File: config.mk
export PLATFORM = sky130hd
export DESIGN_NAME = clk_div_ctrl_flat
export DESIGN_NICKNAME = d
export VERILOG_FILES = /design/src/rtl/clk_div_ctrl_if.sv /design/src/rtl/clk_div_ctrl.sv /design/src/flat_wrapper.sv
export SDC_FILE = /design/constraint.sdc
export NUM_CORES = 1
export LEC_CHECK = 0
export BUFFER_PORTS_ARGS = -buffer_cell sky130_fd_sc_hd__buf_2
export CAP_MARGIN = 5
export CORE_MARGIN = 2
export CORE_UTILIZATION = 40
export DETAILED_ROUTE_END_ITERATION = 16
export GPL_TIMING_DRIVEN = 0
export SYNTH_ARGS = -nofsm -noshare
export SYNTH_HDL_FRONTEND = slang
export SYNTH_SLANG_ARGS = --single-unit
File: constraint.sdc
create_clock -name clk -period 2.8 [get_ports clk]
set_clock_uncertainty 0.05 [all_clocks]
set_input_delay 0.42 -clock clk [delete_from_list [all_inputs] [get_ports clk]]
set_output_delay 0.42 -clock clk [all_outputs]
set_load 0.1 [all_outputs]
File: src/rtl/clk_div_ctrl_if.sv
// Ratio-configuration handshake between a config master and clk_div_ctrl.
// A transfer happens on any cycle with cfg_valid && cfg_ready.
interface clk_div_ctrl_if #(
    parameter int unsigned BITS = 8
) ();
    logic            cfg_valid;
    logic [BITS-1:0] cfg_div;
    logic            cfg_ready;
    logic            cfg_err;

    modport master (
        output cfg_valid,
        output cfg_div,
        input  cfg_ready,
        input  cfg_err
    );

    modport slave (
        input  cfg_valid,
        input  cfg_div,
        output cfg_ready,
        output cfg_err
    );
endinterface

File: src/rtl/clk_div_ctrl.sv
// Toggle-style programmable clock divider controller. Ratio changes and stops are deferred to
// the fall point (end of a full output period), so out never shows a runt pulse.
module clk_div_ctrl #(
    parameter int unsigned BITS        = 8,
    parameter int unsigned DEFAULT_DIV = 16
) (
    input  logic           clk,
    input  logic           rst,
    input  logic           enable,
    clk_div_ctrl_if.slave  cfg,
    output logic           out,
    output logic           tick,
    output logic           busy
);

    localparam logic [BITS-1:0] DefDiv = BITS'(DEFAULT_DIV);

    typedef enum logic [1:0] {StIdle, StRun, StPend, StStop} state_e;

    state_e          state_q;
    logic [BITS-1:0] count_q;
    logic [BITS-1:0] active_div_q;
    logic [BITS-1:0] pending_div_q;
    logic            pend_q;
    logic            out_q;
    logic            tick_q;
    logic            cfg_err_q;

    logic            ready;
    logic            hs;
    logic            hs_ok;
    logic            tc;
    logic            fp;
    logic [BITS-1:0] count_step;

    always_comb begin
        ready = (state_q == StIdle) || (state_q == StRun);
        hs    = cfg.cfg_valid && ready;
        hs_ok = hs && (cfg.cfg_div != '0);
        // Only meaningful while counting; IDLE ignores it.
        tc    = (count_q == active_div_q - 1'b1);
        fp    = tc && out_q;
        count_step = tc ? '0 : count_q + 1'b1;
    end

    always_ff @(posedge clk) begin
        if (rst) begin
            state_q       <= StIdle;
            count_q       <= '0;
            active_div_q  <= DefDiv;
            pending_div_q <= DefDiv;
            pend_q        <= 1'b0;
            out_q         <= 1'b0;
            tick_q        <= 1'b0;
            cfg_err_q     <= 1'b0;
        end else begin
            cfg_err_q <= hs && (cfg.cfg_div == '0);
            unique case (state_q)
                StIdle: begin
                    count_q <= '0;
                    out_q   <= 1'b0;
                    tick_q  <= 1'b0;
                    if (hs_ok) begin
                        active_div_q <= cfg.cfg_div;
                    end
                    if (enable) begin
                        state_q <= StRun;
                    end
                end
                StRun: begin
                    count_q <= count_step;
                    out_q   <= out_q ^ tc;
                    tick_q  <= tc;
                    if (hs_ok) begin
                        pending_div_q <= cfg.cfg_div;
                        pend_q        <= 1'b1;
                        state_q       <= enable ? StPend : StStop;
                    end else if (!enable) begin
                        state_q <= StStop;
                    end
                end
                StPend: begin
                    count_q <= count_step;
                    out_q   <= out_q ^ tc;
                    tick_q  <= tc;
                    if (fp) begin
                        active_div_q <= pending_div_q;
                        pend_q       <= 1'b0;
                        state_q      <= enable ? StRun : StIdle;
                    end else if (!enable) begin
                        state_q <= StStop;
                    end
                end
                StStop: begin
                    count_q <= count_step;
                    out_q   <= out_q ^ tc;
                    tick_q  <= tc;
                    if (fp) begin
                        if (pend_q) begin
                            active_div_q <= pending_div_q;
                        end
                        pend_q  <= 1'b0;
                        state_q <= StIdle;
                    end else if (enable) begin
                        // Resume without interrupting the count.
                        state_q <= pend_q ? StPend : StRun;
                    end
                end
                default: state_q <= StIdle;
            endcase
        end
    end

    assign cfg.cfg_ready = ready;
    assign cfg.cfg_err   = cfg_err_q;
    assign out           = out_q;
    assign tick          = tick_q;
    assign busy          = (state_q != StIdle);

endmodule

File: src/flat_wrapper.sv
// flat-port wrapper written by rule: the top's interface ports become plain ports
module clk_div_ctrl_flat 
#(
    parameter int unsigned BITS        = 8,
    parameter int unsigned DEFAULT_DIV = 16
)
  (clk, rst, enable, out, tick, busy, cfg_cfg_valid, cfg_cfg_div, cfg_cfg_ready, cfg_cfg_err);
  clk_div_ctrl_if #(.BITS(BITS)) cfg_i ();
  input  logic clk;
  input  logic rst;
  input  logic enable;
  output logic out;
  output logic tick;
  output logic busy;
  input wire logic [$bits(cfg_i.cfg_valid)-1:0] cfg_cfg_valid;
  input wire logic [$bits(cfg_i.cfg_div)-1:0] cfg_cfg_div;
  output wire logic [$bits(cfg_i.cfg_ready)-1:0] cfg_cfg_ready;
  output wire logic [$bits(cfg_i.cfg_err)-1:0] cfg_cfg_err;
  assign cfg_i.cfg_valid = cfg_cfg_valid;
  assign cfg_i.cfg_div = cfg_cfg_div;
  assign cfg_cfg_ready = cfg_i.cfg_ready;
  assign cfg_cfg_err = cfg_i.cfg_err;
  clk_div_ctrl #(.BITS(BITS), .DEFAULT_DIV(DEFAULT_DIV)) u_core (.clk(clk), .rst(rst), .enable(enable), .cfg(cfg_i), .out(out), .tick(tick), .busy(busy));
endmodule
-- Yosys cells after proc, flatten, opt, wreduce, memory -nomap -nowiden
Cells that the tools add are included.
- register bits after elaboration: 30
- input port bits: 12
- output and inout bits: 5
- logic and storage cells: 62
- add/sub/neg operators: 2
- eq/ne operators: 12
- mux-type cells: 22
- bitwise logic cells: 1
- reduce and logical (&&, ||, !) cells: 17
- operators by type and width (operator ; number):
    $mux W8 ; 5
    $pmux W8 S3 ; 1
    $pmux W8 S2 ; 1
    $mux W2 ; 7
    $ne A2 B1 Y1 const B ; 6
    $add A8 B1 Y8 const B ; 1
    $eq A8 B8 Y1 ; 1
    $logic_not A8 Y1 ; 1
    $pmux W2 S4 ; 1
    $reduce_bool A8 Y1 ; 1
    $sub A8 B1 Y8 const B ; 1
    $pmux W1 S2 ; 3
    $reduce_and A5 Y1 ; 1
    $eq A2 B2 Y1 const B ; 2
    $logic_and A1 B1 Y1 ; 4
    $mux W1 ; 4
    $reduce_and A2 Y1 ; 2
    $reduce_bool A2 Y1 ; 2
    $ne A3 B2 Y1 const B ; 1
    $reduce_and A3 Y1 ; 1
    $reduce_bool A3 Y1 ; 1
    $reduce_or A3 Y1 ; 1
    $eq A2 B1 Y1 const B ; 1
    $logic_not A2 Y1 ; 1
    4 further kinds ; 4

-- Longest topological paths before layout
- depth in word-level cells: 6
- depth in mapped cells: 13
- depth with buffers taken out: 11

-- Worst setup path after synthesis
No wires, ideal clock.
- path kind: reg-to-reg
- from: reg u_core.active_div_q[0]
- to: reg u_core.active_div_q[7]
- library setup time: 0.074 ns
- data arrival time: 2.499 ns
- required time: 2.676 ns
- setup slack: 0.176 ns
- cell stages (with the launch flop): 14
- buffers on the path: 2
- clock period less this slack: 2.624 ns
- cell sequence: dfxtp_1 -> buf_6 -> inv_1 -> ha_1 -> xnor2_1 -> a311o_1 -> a211oi_4 -> and2_1 -> ha_1 -> nand2_1 -> nor2b_1 -> buf_1 -> a22oi_1 -> a31oi_1
- longest elaborated chain between the ends: 5
- elaborated cells between the ends (all ways): 6
- classes of those cells: 1 x add/sub; 3 x eq/ne; 2 x reduce/logical
- ends and longest elaborated chain (what ; line ; source):
    start: declaration ; clk_div_ctrl.sv:22 ; logic [BITS-1:0] active_div_q;
    start signal: assignment ; clk_div_ctrl.sv:50 ; active_div_q <= DefDiv;
    start signal: assignment ; clk_div_ctrl.sv:64 ; active_div_q <= cfg.cfg_div;
    start signal: assignment ; clk_div_ctrl.sv:87 ; active_div_q <= pending_div_q;
    $sub A8 B1 Y8 * ; clk_div_ctrl.sv:41 ; tc = (count_q == active_div_q - 1'b1);
    $eq A8 B8 Y1 * ; clk_div_ctrl.sv:41 ;
    $logic_and A1 B1 Y1 * ; clk_div_ctrl.sv:42 ; fp = tc && out_q;
    $ne A2 B1 Y1 (no source line) ; -- ;
    $reduce_and A5 Y1 (no source line) * ; -- ;
Mark *: on every way between the ends. The rest lies on a longest branch, timed or not.
A chain may end at the register's enable or synchronous reset.

-- Final worst setup path
- from: reg u_core.active_div_q[0]
- to: reg u_core.active_div_q[0]
The elaborated chain is that of the path after synthesis.

==> results.toml <==
[cts]
tritoncts = "done"
numClockSinks = 30
cts_buffer_depth = 2
cts-htree-levels = 2
root_buffer = "sky130_fd_sc_hd__clkbuf_8"
clkLatencyLatePin_ns = 0.28
holdBufCountCts = 0
clk_transition_reported_paths_ns = 0.06
cts-buffers-inserted = 5

[placement]
place.gp.congestion = 0.814
place_hpwl_mm = 2.79
io_buffers = 15

[detailed_routing]
antenna_violating_nets_post_route = 0
viasPerCell = 5.68
dr_drc_count = 0
detail_route.iter0.violations = 74
postRouteWirelength_mm = 3.61
drtPass1Iterations = 5
via_count = 1420
route.detailed.wl_per_inst_um = 14.4

[global_routing]
grt_use_met1 = 0.221
grt_antenna_before_repair = 0
global_route_wire_length_before_repair_mm = 6.36
grt_pass1_vias = 1410
globalRouteTotalUtil = 0.188
grt-ovfl-total = 0
grt-busiest-layer = "met2"
grt.met2_usage = 0.315
grt_start_max_net_pins = 11
grtUsageMet3 = 0.0507

[logic_synthesis]
synthArstFlopShare = 0
synthesis.area_per_instance_um2 = 8.82
yosysTopAreaCellShare = 0.382
most_frequently_used_cell_type_in_the_post_synthesis_netlist = "sky130_fd_sc_hd__dfxtp_1"
synthesis.area_um2 = 1570
synth.net_count = 193
synthesis.instances = 178
postSynthRegisterBits = 30
synth_largest_area_cell = "sky130_fd_sc_hd__dfxtp_1"
post_synth_most_frequent_cells = "sky130_fd_sc_hd__dfxtp_1 (30), sky130_fd_sc_hd__nand3_1 (26), sky130_fd_sc_hd__a21oi_1 (13), sky130_fd_sc_hd__nand2_1 (13), sky130_fd_sc_hd__a31oi_1 (10)"
synth-edff-count = 0
postSynth.topFlopCell = "sky130_fd_sc_hd__dfxtp_1"
synthesis.yosys.warnings = 0
post_synth_num_cell_types = 39
synth_seq_area_share = 0.382
yosys-top-cells-area = "sky130_fd_sc_hd__dfxtp_1 (38%), sky130_fd_sc_hd__nand3_1 (8.3%), sky130_fd_sc_hd__a21oi_1 (4.1%)"

[worst_setup_path]
critical_path.reg2reg.startpoint = "u_core.active_div_q[0]$_SDFFE_PP0P_"
crit_slowest_cell = "sky130_fd_sc_hd__a311o_1"
timing.reg2reg.worst_path_depth = 13
start_kind = "register"
r2r_setup_slack_ns = 0.20
path_depth = 13
cp_num_buf_inv = 3
worstPathCellList = "buf_6 > inv_1 > ha_1 > xnor2_1 > a311o_1 > a211oi_4 > and2_1 > ha_1 > nand2_1 > nor2b_1 > clkbuf_4 > a22oi_1 > a31oi_1"
crit_path_max_incr_delay_ns = 0.35
critical_path_class = "reg -> reg"
cp-end-kind = "register"
crit_fanout = 8
cp.required_ns = 2.94
worst_path_dominant_cell_family = "compound AO/OA/AOI/OAI gates"
arrival_ns = 2.74
end_of_the_worst_register_to_register_path = "u_core.active_div_q[0]$_SDFFE_PP0P_"
critPathMostFrequentCell = "sky130_fd_sc_hd__ha_1"

[cells_and_area]
drive_above_1_share = 0.188
fin_nets = 217
syn2layout_area_growth_pct = 15.4
antenna_cells_inserted = 0

[sta]
max_freq_mhz = 385
fin_crit_sh = 0.928
finalSetupTns_ns = 0
hold_viol = 0
slew_viol_final = 0
tightestPinTransition_ns = 0.623
setup_repair_after_global_routing_missed_its_margin = "no"
layout_min_cycle_time_ns = 2.60
fin_hold_ws_ns = 0.370
worst_slew_margin_rel = 0.583
setup-violations-final = 0

[die]
fp-row-count = 22
die_w_um = 66.7
die_outline_area_um2 = 4440
ioPinCount = 17
initial_utilization = 0.423
coreArea_um2 = 3720
die-height_um = 66.7

[hold_path]
hp-start = "cfg_cfg_div[7]"
min_delay_worst_endpoint = "u_core.pending_div_q[7]$_SDFFE_PP0P_"
worstHoldPathCells = 3
worst_hold_path_type = "in -> reg"

[pwr]
power_mw = 0.999
total_leakage_power_nw = 0.671
power.density_nw_per_um2 = 551
peakVddDrop_mv = 0.273

[run]
max-cap-violations = 0

[status]
status = "complete, no violations"
## placed cells by master, fill, tap and decap left out, types with 6 or more instances in the layout
master,netlist,routed
sky130_fd_sc_hd__nand2_1,13,13
sky130_fd_sc_hd__a31oi_1,10,9
sky130_fd_sc_hd__clkbuf_1,7,6
sky130_fd_sc_hd__inv_1,7,7
sky130_fd_sc_hd__xor2_1,7,7
sky130_fd_sc_hd__a22oi_1,7,7
sky130_fd_sc_hd__buf_2,1,16
sky130_fd_sc_hd__a21oi_1,13,13
sky130_fd_sc_hd__xnor2_1,7,7
sky130_fd_sc_hd__dfxtp_1,30,29
sky130_fd_sc_hd__a211oi_1,7,7
sky130_fd_sc_hd__nand3_1,26,26
## logic make-up (layout without fill, tap and decap cells)
kind of cell / Yosys count / after routing / synth area share
and+or+nand+nor: 63 / 63 / 0.214
AOI/OAI and AO/OA: 50 / 50 / 0.241
DFF: 30 / 30 / 0.382
buffers and inverters: 17 / 41 / 0.0462
xor gates and xnor gates: 15 / 15 / 0.0924
adders and majority gates: 3 / 3 / 0.0239
## final cells by class
type,instances,area (um^2)
fillers,380,1900
multi-input cells,131,903
flip-flops and latches,30,602
repair buffers,17,90.1
clock buffers,5,68.8
well taps,48,60.1
plain buffers,10,51.3
inverters,7,26.3
clock inverters,2,10.0
## how the worst max path moves through the flow
stage,slack [ns],to,from
after floorplan,0.18,u_core.active_div_q[7]$_SDFFE_PP0P_,u_core.active_div_q[0]$_SDFFE_PP0P_
after global placement,-0.17,u_core.active_div_q[0]$_SDFFE_PP0P_,u_core.active_div_q[1]$_SDFFE_PP0P_
after detailed placement,-0.22,u_core.active_div_q[0]$_SDFFE_PP0P_,u_core.active_div_q[1]$_SDFFE_PP0P_
after CTS,0.02,u_core.active_div_q[0]$_SDFFE_PP0P_,u_core.active_div_q[0]$_SDFFE_PP0P_
after global routing,0.003,u_core.active_div_q[0]$_SDFFE_PP0P_,u_core.active_div_q[0]$_SDFFE_PP0P_
final,0.20,u_core.active_div_q[0]$_SDFFE_PP0P_,u_core.active_div_q[0]$_SDFFE_PP0P_
## report_power, final
| part | internal (mW) | switching, mW | total [mW] |
|---|---|---|---|
| Sequential | 0.450 | 0.0279 | 0.478 |
| Clock | 0.166 | 0.152 | 0.319 |
| Combinational | 0.0738 | 0.129 | 0.203 |
| Total | 0.690 | 0.309 | 0.999 |
## metal layers
metal	routed length [um]	part of all wire
met5	0	0
met2	1850	0.51
met1	1560	0.43
met3	159	0.044
met4	37	0.010
## through the flow
step	cells	utilization	setup WS [ns]	area, um^2
2_1_floorplan	178	-	0.176	1570
3_3_place_gp	241	0.459	-0.169	1710
3_5_place_dp	241	0.459	-0.219	1710
4_1_cts	250	0.484	0.0166	1800
5_1_grt	250	0.488	0.00282	1810
6_report	250	0.488	0.202	1810
## worst register-to-register path, cell delays in order (launching register included)
cell	delay [ns]
sky130_fd_sc_hd__dfxtp_1	0.32
sky130_fd_sc_hd__buf_6	0.13
sky130_fd_sc_hd__inv_1	0.05
sky130_fd_sc_hd__ha_1	0.29
sky130_fd_sc_hd__xnor2_1	0.12
sky130_fd_sc_hd__a311o_1	0.35
sky130_fd_sc_hd__a211oi_4	0.22
sky130_fd_sc_hd__and2_1	0.16
sky130_fd_sc_hd__ha_1	0.21
sky130_fd_sc_hd__nand2_1	0.09
sky130_fd_sc_hd__nor2b_1	0.11
sky130_fd_sc_hd__clkbuf_4	0.18
sky130_fd_sc_hd__a22oi_1	0.08
sky130_fd_sc_hd__a31oi_1	0.17
## sequential cells by signal, summed over array words and instances (netlist names)
name                  cells
u_core.pending_div_q      8
u_core.out                1
u_core.active_div_q       8
u_core.tick               1
u_core.count_q            8
u_core.pend_q             1
u_core.state_q            2
u_core.cfg.cfg_err        1
## timing repair
| item | 4_1_cts | 5_1_grt |
|---|---|---|
| buffers inserted | 2 | 0 |
| cloned | 0 | 0 |
| gates resized for setup | 0 | 7 |
| endpoints found under the setup margin | 10 | 9 |
| pin swaps | 1 | 0 |
No activity file was read; power rests on OpenSTA's default activity.
